File: src/rtl/attopu_pkg.sv
// Shared types for the attopu memory-side blocks: requester ownership encoding
// and the default DMA lock burst limit.
package attopu_pkg;

    typedef enum logic [1:0] {
        OWN_NONE = 2'd0,
        OWN_CPU  = 2'd1,
        OWN_DMA  = 2'd2
    } owner_e;

    localparam int unsigned LOCK_MAX_DEF = 4;

endpackage

File: src/rtl/rr_arb2.sv
// Two-input round-robin arbiter (bit 0 = CPU, bit 1 = DMA) with a bounded DMA lock.
// Grant is combinational; the last-owner and lock-burst counters are registered.
module rr_arb2
    import attopu_pkg::*;
#(
    parameter int unsigned LOCK_MAX = LOCK_MAX_DEF
) (
    input  logic       clk,
    input  logic       rst,
    input  logic [1:0] req_i,
    input  logic       lock_i,
    output logic [1:0] gnt_o
);

    localparam int CW = $clog2(LOCK_MAX + 1);
    localparam logic [CW-1:0] LOCK_LIM = CW'(LOCK_MAX);

    owner_e        last_q, last_d;
    logic [CW-1:0] lock_cnt_q, lock_cnt_d;
    logic          locked;
    logic          yield;

    always_comb begin
        gnt_o      = 2'b00;
        last_d     = last_q;
        lock_cnt_d = '0;
        locked     = (last_q == OWN_DMA) && lock_i && req_i[1];
        yield      = (lock_cnt_q == LOCK_LIM) && req_i[0];

        if (rst) begin
            gnt_o = 2'b00;
        end else if (locked && !yield) begin
            gnt_o = 2'b10;
        end else if (req_i == 2'b11) begin
            gnt_o = (last_q == OWN_CPU) ? 2'b10 : 2'b01;
        end else begin
            gnt_o = req_i;
        end

        if (gnt_o[0]) begin
            last_d = OWN_CPU;
        end else if (gnt_o[1]) begin
            last_d = OWN_DMA;
        end

        // Counter is zero whenever the previous cycle had no DMA grant, so a
        // fresh burst starts at 1; it parks at the limit so a yield is never missed.
        if (gnt_o[1]) begin
            lock_cnt_d = (lock_cnt_q == LOCK_LIM) ? LOCK_LIM : lock_cnt_q + CW'(1);
        end
    end

    always_ff @(posedge clk) begin
        if (rst) begin
            last_q     <= OWN_DMA;
            lock_cnt_q <= '0;
        end else begin
            last_q     <= last_d;
            lock_cnt_q <= lock_cnt_d;
        end
    end

endmodule

File: src/rtl/mem_arbiter.sv
// Shares the single data-memory port between the CPU load/store path and a DMA
// master: one access per cycle, read data returned to the issuing requester.
module mem_arbiter
    import attopu_pkg::*;
#(
    parameter int unsigned AW       = 16,
    parameter int unsigned DW       = 16,
    parameter int unsigned LOCK_MAX = LOCK_MAX_DEF
) (
    input  logic          clk,
    input  logic          rst,
    input  logic          cpu_req,
    input  logic          cpu_we,
    input  logic [AW-1:0] cpu_addr,
    input  logic [DW-1:0] cpu_wdata,
    output logic          cpu_gnt,
    output logic          cpu_rvalid,
    output logic [DW-1:0] cpu_rdata,
    input  logic          dma_req,
    input  logic          dma_we,
    input  logic [AW-1:0] dma_addr,
    input  logic [DW-1:0] dma_wdata,
    output logic          dma_gnt,
    output logic          dma_rvalid,
    output logic [DW-1:0] dma_rdata,
    input  logic          dma_lock,
    output logic [AW-1:0] mem_addr,
    output logic          mem_we,
    output logic [DW-1:0] mem_wdata,
    input  logic [DW-1:0] mem_rdata,
    output logic [15:0]   stall_cnt
);

    logic [1:0]    gnt;
    logic [AW-1:0] mem_addr_q;
    logic [DW-1:0] mem_wdata_q;
    logic          tag_vld_q, tag_vld_d;
    owner_e        tag_own_q, tag_own_d;
    logic [15:0]   stall_q, stall_d;
    logic [1:0]    rvalid;
    logic [DW-1:0] rdata [2];

    rr_arb2 #(
        .LOCK_MAX (LOCK_MAX)
    ) u_arb (
        .clk    (clk),
        .rst    (rst),
        .req_i  ({dma_req, cpu_req}),
        .lock_i (dma_lock),
        .gnt_o  (gnt)
    );

    assign cpu_gnt = gnt[0];
    assign dma_gnt = gnt[1];

    always_comb begin
        mem_we    = 1'b0;
        mem_addr  = mem_addr_q;
        mem_wdata = mem_wdata_q;
        if (gnt[0]) begin
            mem_we    = cpu_we;
            mem_addr  = cpu_addr;
            mem_wdata = cpu_wdata;
        end else if (gnt[1]) begin
            mem_we    = dma_we;
            mem_addr  = dma_addr;
            mem_wdata = dma_wdata;
        end
    end

    always_comb begin
        tag_vld_d = (|gnt) && !mem_we;
        tag_own_d = gnt[1] ? OWN_DMA : (gnt[0] ? OWN_CPU : OWN_NONE);
        stall_d   = stall_q;
        if (cpu_req && !gnt[0] && (stall_q != 16'hFFFF)) begin
            stall_d = stall_q + 16'd1;
        end
    end

    always_ff @(posedge clk) begin
        if (rst) begin
            mem_addr_q  <= '0;
            mem_wdata_q <= '0;
            tag_vld_q   <= 1'b0;
            tag_own_q   <= OWN_NONE;
            stall_q     <= '0;
        end else begin
            mem_addr_q  <= mem_addr;
            mem_wdata_q <= mem_wdata;
            tag_vld_q   <= tag_vld_d;
            tag_own_q   <= tag_own_d;
            stall_q     <= stall_d;
        end
    end

    // Per-requester return path; the rst mask kills a read tagged just before reset.
    for (genvar gi = 0; gi < 2; gi++) begin : g_ret
        localparam owner_e SIDE = (gi == 0) ? OWN_CPU : OWN_DMA;
        logic [DW-1:0] rdata_q;

        assign rvalid[gi] = tag_vld_q && (tag_own_q == SIDE) && !rst;
        assign rdata[gi]  = rvalid[gi] ? mem_rdata : rdata_q;

        always_ff @(posedge clk) begin
            if (rst) begin
                rdata_q <= '0;
            end else if (rvalid[gi]) begin
                rdata_q <= mem_rdata;
            end
        end
    end

    assign cpu_rvalid = rvalid[0];
    assign dma_rvalid = rvalid[1];
    assign cpu_rdata  = rdata[0];
    assign dma_rdata  = rdata[1];
    assign stall_cnt  = stall_q;

endmodule

File: config.mk
export PLATFORM = sky130hd
export DESIGN_NAME = mem_arbiter
export DESIGN_NICKNAME = d
export VERILOG_FILES = /design/src/rtl/attopu_pkg.sv /design/src/rtl/rr_arb2.sv /design/src/rtl/mem_arbiter.sv
export SDC_FILE = /design/constraint.sdc
export NUM_CORES = 1
export LEC_CHECK = 0
export CORE_MARGIN = 2
export CORE_UTILIZATION = 45
export CTS_BUF_LIST = sky130_fd_sc_hd__clkbuf_2
export DETAILED_ROUTE_END_ITERATION = 16
export HOLD_SLACK_MARGIN = 0.06
export PLACE_DENSITY = 0.83
export SETUP_SLACK_MARGIN = 0.5
export SYNTH_ARGS = -nofsm -noshare
export SYNTH_HDL_FRONTEND = slang
export SYNTH_SLANG_ARGS = --single-unit
export TNS_END_PERCENT = 1
File: constraint.sdc
create_clock -name clk -period 3.01 [get_ports clk]
set_clock_uncertainty 0.1 [all_clocks]
set_input_delay 0.301 -clock clk [delete_from_list [all_inputs] [get_ports clk]]
set_output_delay 0.301 -clock clk [all_outputs]
set_load 0.02 [all_outputs]
==> results of run 1 <==
## worst max-delay path, stage by stage, from the launching register on
cell and delay [ns]:
dfxtp_2 0.37, inv_2 0.06, ha_4 0.13, and2_4 0.17, nor2_4 0.05, o21ai_4 0.22, buf_6 0.18, buf_12 0.14
mux2i_4 0.23, a21oi_2 0.08, buf_4 0.16
## per-stage QoR
step	power (µW)	utilization	cells	setup WS, ns	area, µm²
floorplan	1610	-	491	0.654	4300
CTS	2660	0.715	809	0.304	6600
detailed placement	1960	0.674	769	0.0656	6230
global placement	1950	0.674	769	0.0820	6230
finish	2660	0.719	810	0.298	6640
global route	2790	0.719	810	0.147	6640
## logic make-up after synthesis
| group | after synthesis | share of synthesized area |
|---|---|---|
| buf+inv | 46 | 0.0471 |
| mux | 67 | 0.165 |
| compound gates | 94 | 0.146 |
| xor+xnor | 1 | 0.00204 |
| simple gates | 192 | 0.221 |
| flops | 88 | 0.410 |
| fa+ha+maj | 3 | 0.00873 |
## what timing repair did
item	in CTS	in global routing
endpoints found under the hold margin	9	0
pin swaps	8	4
hold buffers	2	0
gates cloned	9	0
setup endpoints to repair	69	69
buffers inserted	13	1
resized for setup	199	8
## final timing paths
| kind | startpoint | end |
|---|---|---|
| worst min register to register | mem_addr_q[13]$_SDFF_PP0_ | mem_addr_q[13]$_SDFF_PP0_ |
| worst min-delay path | dma_we | tag_vld_q$_SDFF_PP0_ |
| worst max register to register | u_arb.lock_cnt_q[1]$_SDFF_PP0_ | stall_cnt[11]$_SDFFE_PP0P_ |
| worst max-delay path | u_arb.lock_cnt_q[0]$_SDFF_PP0_ | mem_wdata[7] |
## placed cells by master (no fill, tap or decap), types with 3 or more instances in the layout
cell type and instances:
nand2b_1 3, nor3_1 5, dlygate4sd2_1 33, buf_6 8, a311oi_1 32, dfxtp_2 3
and3_1 3, mux2_2 32, a21oi_1 42, nand4_1 3, nand2_1 71, or3_1 11
a21oi_2 3, dfxtp_1 85, inv_1 8, buf_12 8, buf_16 5, o21ai_0 11
and2_1 35, buf_2 27, nor2_1 41, clkbuf_2 11, buf_4 21, clkdlybuf4s50_1 103
mux2i_1 33, nand3_1 5
## per-layer routing
metal  up-vias  part of all wire  global-route usage
li1       2109                 -                   -
met1      2004              0.41               0.293
met2       178              0.50               0.426
met3        18             0.077              0.0621
met4         2             0.015              0.0832
met5         -            0.0010                   0
## area by class of cell
class	count	area [µm²]
fill	714	2600
multi-input combinational	357	2440
timing repair buffer	210	2100
sequential	88	1770
tap	129	161
clock inverter	5	81.3
clock buffer	11	55.1
inverter	10	37.5
## registers in the layout, indices dropped and copies added (netlist names)
name,flops
g_ret.rdata_q,32
mem_addr_q,16
mem_wdata_q,16
stall_cnt,16
tag_own_q,2
tag_vld_q,1
u_arb.last_q,2
u_arb.lock_cnt_q,3
## power groups by stage
| stage | registers [µW] | logic [µW] | clock network, µW |
|---|---|---|---|
| 6_report | 1260 | 720 | 680 |
| 5_1_grt | 1260 | 769 | 757 |
| 4_1_cts | 1250 | 708 | 697 |
| 3_5_place_dp | 1280 | 687 | 0 |
| 3_3_place_gp | 1270 | 676 | 0 |
| 2_1_floorplan | 1270 | 345 | 0 |
==> metrics.md, run 1 <==
| Metric | Value |
|---|---|
| Total track usage | 0.245 |
| Dpl hpwl | 8.53 mm |
| Arrival @ worst endpoint | 2.31 ns |
| First-pass GRT wire length | 19.9 mm |
| Leak | between 0.002 and 0.003 µW |
| Status | completed |
| Port Buffers | about 170 |
| Count leader, synth | dfxtp_1 |
| Maxcap violations | 0 |
| Clock Path Buffers | 2 |
| Total wire length | 12.8 mm |
| Post-Syn Area | 4300 µm² |
| WHS | ~0.23 ns |
| Number of buffers created by CTS | 9 |
| DRC violations left | 0 |
| Hold Vio Cnt, Final | 0 |
| Ys Warns | 0 |
| Async S/R FF share, synth | 0 |
| Synth cell types | 36 |
| Layout Nets | 766 |
| Placer congestion estimate | 0.784 |
| Ant diodes | 0 |
| Sequential fraction of design power | 0.473 |
| Antenna-violating nets left | 0 |
| Initial drt markers | 134 |
| Post-synthesis register bit count | 88 |
| H-tree depth | 3 |
| Final period util | 0.901 |
| Via density | 5.32 |
| Largest fanout on the critical path | 7 |
| Switching power | 788 µW |
| R2r setup slk | 0.77 ns |
| Yosys top cell area share | 0.410 |
| Die Ht | 102 µm |
| Share of total power in combinational logic | 0.271 |
| Via count | 4311 |
| Cell Pwr Density | ~400 nW/µm² |
| Final setup viols | 0 |
| Clk root buf | clkbuf_2 |
| Die area | roughly 10000 µm² |
| Initial antenna violation count | 1 |
| Clock sink count | 88 |
| Minimum clock period after layout | ~2.7 ns |
| Critical Path Sink Type | primary output |
| Kind of critical path | register to primary output |
| Fmax | 369 MHz |
| Post-detailed-route wirelength per cell | 15.8 µm |
| Worst vdd ir | 207 µV |
| Setup TNS | 0 ns |
| Post-synthesis cell count | 491 |
| Worst-margin pin slew | 0.451 ns |
| Layout area overhead | 54.5% |
| Largest net degree at the start of global routing | 40 |
| I/O Pins | about 170 |
| Cell-internal power | 1870 µW |
| Clock Latency Late Sink | 0.53 ns |
| Clock Power Share | 0.256 |
| Worst Reg-to-Reg Cells | 8 |
| CTS tree | done |
| Sw Ratio | 0.297 |
| CTS clk-pin slew, worst paths | 0.25 ns |
| Row count | 35 |
| DRT Pass-1 Iters | 4 |
| Hold Crit Depth | 2 |
| Syn Area/Cell | 8.76 µm² |
| Top post-synthesis cells by area | dfxtp_1 41%, mux2_2 8.4%, mux2i_1 8.1%, a311oi_1 6.5%, nand2_1 6.3% |
| Slew Limit Fails | 0 |
| Remaining Overflow, GRT | 0 |
| EDFF count, synth | 0 |
| Die span in x | roughly 100 µm |
| CP Launch Type | register |
| Area leader, netlist | dfxtp_1 |
| Syn_nets | 581 |
| Ys flop type | dfxtp_1 |
| RSZ-0062 raised after global routing | true |
| Most instantiated cells after synthesis | 88 x dfxtp_1, 72 x nand2_1, 45 x a21oi_1 |
| Class of the worst hold path | input pin to register |
| Vias in the first global route | between 4000 and 5000 |
| Core Area | 9240 µm² |
| Max-slew headroom | 0.699 |
| Share of the yosys chip area belonging to registers | 0.410 |
| Fraction of layout cells with a size suffix above 1 | 0.209 |
| Worst Path Required | between 2 and 3 ns |
| Initial core utilization | 0.465 |
Note: power is estimated with default switching activity, not from simulation.
==> run 2: changes to the inputs <==
--- a/config.mk
+++ b/config.mk
@@ -11,7 +11,7 @@
 export DETAILED_ROUTE_END_ITERATION = 16
 export HOLD_SLACK_MARGIN = 0.06
 export PLACE_DENSITY = 0.83
-export SETUP_SLACK_MARGIN = 0.5
+export SETUP_SLACK_MARGIN = 0.1
 export SYNTH_ARGS = -nofsm -noshare
 export SYNTH_HDL_FRONTEND = slang
 export SYNTH_SLANG_ARGS = --single-unit
==> metrics.md, run 2 (synthesis gave the netlist of run 1 again) <==
| Metric | Value |
|---|---|
| Status | completed |
| Minimum clock period after layout | 2.81 ns (+0.0960 ns) |
| Cell Pwr Density | 406 nW/µm² (+1.6%) |
| Clock Path Buffers | 2 (unchanged) |
| Total track usage | 0.219 (-0.0255) |
| CTS clk-pin slew, worst paths | 0.26 ns (about the same) |
| Most frequent cells in the layout | 135 x clkdlybuf4s50_1, 86 x dfxtp_1, 71 x nand2_1 |
| Fraction of layout cells with a size suffix above 1 | 0.176 (-0.0326) |
| Worst vdd ir | 200 µV (-3.3%) |
| Worst-margin pin slew | 0.442 ns (-0.00900 ns) |
| Placed Area | 6230 µm² (unchanged) |
| Ant diodes | 0 (unchanged) |
| Max stage delay on crit path | 0.56 ns (+0.19 ns) |
| Clock Latency Late Sink | 0.54 ns (about the same) |
| Reg with most FFs | g_ret.rdata_q |
| Vias in the first global route | 3899 (-4.5%) |
| Remaining Overflow, GRT | 0 (unchanged) |
| RSZ-0062 raised after global routing | true |
| Post-route cell area | 6390 µm² (-3.7%) |
| Total wire length | 11.8 mm (-7.8%) |
| Hold EP | tag_vld_q$_SDFF_PP0_ |
| Largest net degree at the start of global routing | 43 (+7.5%) |
| Initial antenna violation count | 1 (unchanged) |
| Worst Path Required | 2.61 ns (about the same) |
| Final core utilization | 0.692 (-0.0268) |
| R2r startpoint | stall_cnt[0]$_SDFFE_PP0P_ |
| Placer congestion estimate | 0.784 (unchanged) |
| Port Buffers | 171 (unchanged) |
| Via count | 4201 (-2.6%) |
| Worst Reg-to-Reg Cells | 6 (-2) |
| Top Family by Delay on Critical Path | buffers and inverters |
| Layout Nets | 750 (-2.1%) |
| Class of the worst hold path | input pin to register |
| Maxcap violations | 0 (unchanged) |
| I/O Pins | 172 (unchanged) |
| Final setup viols | 0 (unchanged) |
| Core Area | 9240 µm² (unchanged) |
| Setup TNS | 0 ns (unchanged) |
| Number of buffers created by CTS | 9 (unchanged) |
| R2r setup slk | 0.79 ns (+0.02 ns) |
| First-pass GRT wire length | 18.0 mm (-9.4%) |
| Hold Crit Depth | 2 (unchanged) |
| Clk root buf | clkbuf_2 |
| DRC violations left | 0 (unchanged) |
| Dpl hpwl | 8.53 mm (unchanged) |
| Leak | 0.00268 µW (-10%) |
| CTS tree | done |
| Via density | 5.29 (-0.59%) |
| Most common cell after layout, fill and taps aside | clkdlybuf4s50_1 |
| Arrival @ worst endpoint | 2.41 ns (+0.10 ns) |
| DP Cell Count | 769 (unchanged) |
| Kind of critical path | register to primary output |
| Clock sink count | 88 (unchanged) |
| FF-to-FF End | stall_cnt[11]$_SDFFE_PP0P_ |
| Largest register FFs | 32 (unchanged) |
| Die span in x | 102 µm (unchanged) |
| Die Ht | 102 µm (unchanged) |
| CP Launch Type | register |
| DRT Pass-1 Iters | 4 (unchanged) |
| Buffer and inverter count on the worst path | 2 (-2) |
| Largest fanout on the critical path | 17 (+10) |
| Slowest CP cell | clkdlybuf4s50_1 |
| Antenna-violating nets left | 0 (unchanged) |
| H-tree depth | 3 (unchanged) |
| Initial drt markers | 124 (-7.5%) |
| Layout area overhead | 48.7% |
| Hold Vio Cnt, Final | 0 (unchanged) |
| Filler Cell Count | 730 (+2.2%) |
| Initial core utilization | 0.465 (unchanged) |
| Power, Total | 2600 µW (-2.2%) |
| CP startpoint | tag_own_q[0]$_SDFF_PP0_ |
| Fmax | 356 MHz (-3.4%) |
| Die area | 10400 µm² (unchanged) |
| Worst Hold Launch | dma_we |
| Row count | 35 (unchanged) |
| Slew Limit Fails | 0 (unchanged) |
| Fin cells | 794 (-2.0%) |
| Max-slew headroom | 0.705 (+0.00600) |
| CP Cell Sequence | nor4bb_4, buf_6, mux2_2, clkdlybuf4s50_1 |
| Critical Path Sink Type | primary output |
| Post-detailed-route wirelength per cell | 14.9 µm (-5.9%) |
| Final period util | 0.933 (+0.0319) |
## run 2: cell type report
class | count | area (µm²) | share of cell area
well taps | 129 | 161 | 0.0252
multi-input cells | 357 | 2400 | 0.376
flip-flops and latches | 88 | 1760 | 0.276
clock buffers | 11 | 55.1 | 0.00861
clock inverters | 5 | 81.3 | 0.0127
repair buffers | 194 | 1890 | 0.295
inverters | 10 | 37.5 | 0.00587
## run 2: routing by layer
metal  part of all wire  vias up  GRT usage
met2               0.49      151      0.380
li1                   -     2072          -
met5            0.00093        -          0
met3              0.079       17     0.0614
met1               0.41     1959      0.257
met4              0.014        2     0.0832
## run 2: timing repair
item / in CTS / in global routing
resized for setup: 130 / 7
cloned: 0 / 2
setup buffers: 0 / 5
hold endpoints to repair: 9 / 0
endpoints found under the setup margin: 36 / 67
hold buffers: 2 / 0
pin swaps: 0 / 2
## run 2: worst max path at each step
stage,endpoint,cells after the start
floorplan,mem_addr[0],8
global placement,mem_addr[0],8
detailed placement,mem_addr[0],8
CTS,mem_we,9
global route,cpu_rdata[8],4
finish,cpu_rdata[0],4
## run 2: metrics by stage
stage,setup slack (ns),hold slack (ns)
after floorplan,0.654,0.295
after global placement,0.0820,0.346
after detailed placement,0.0656,0.362
after CTS,0.0308,0.188
after global routing,0.0302,0.178
final,0.202,0.214
## run 2: where the power goes
group / switching, µW / internal, µW / leakage (µW)
Clock: 399 / 283 / 0.0000838
Sequential: 31.7 / 1220 / 0.000719
Combinational: 338 / 324 / 0.00188
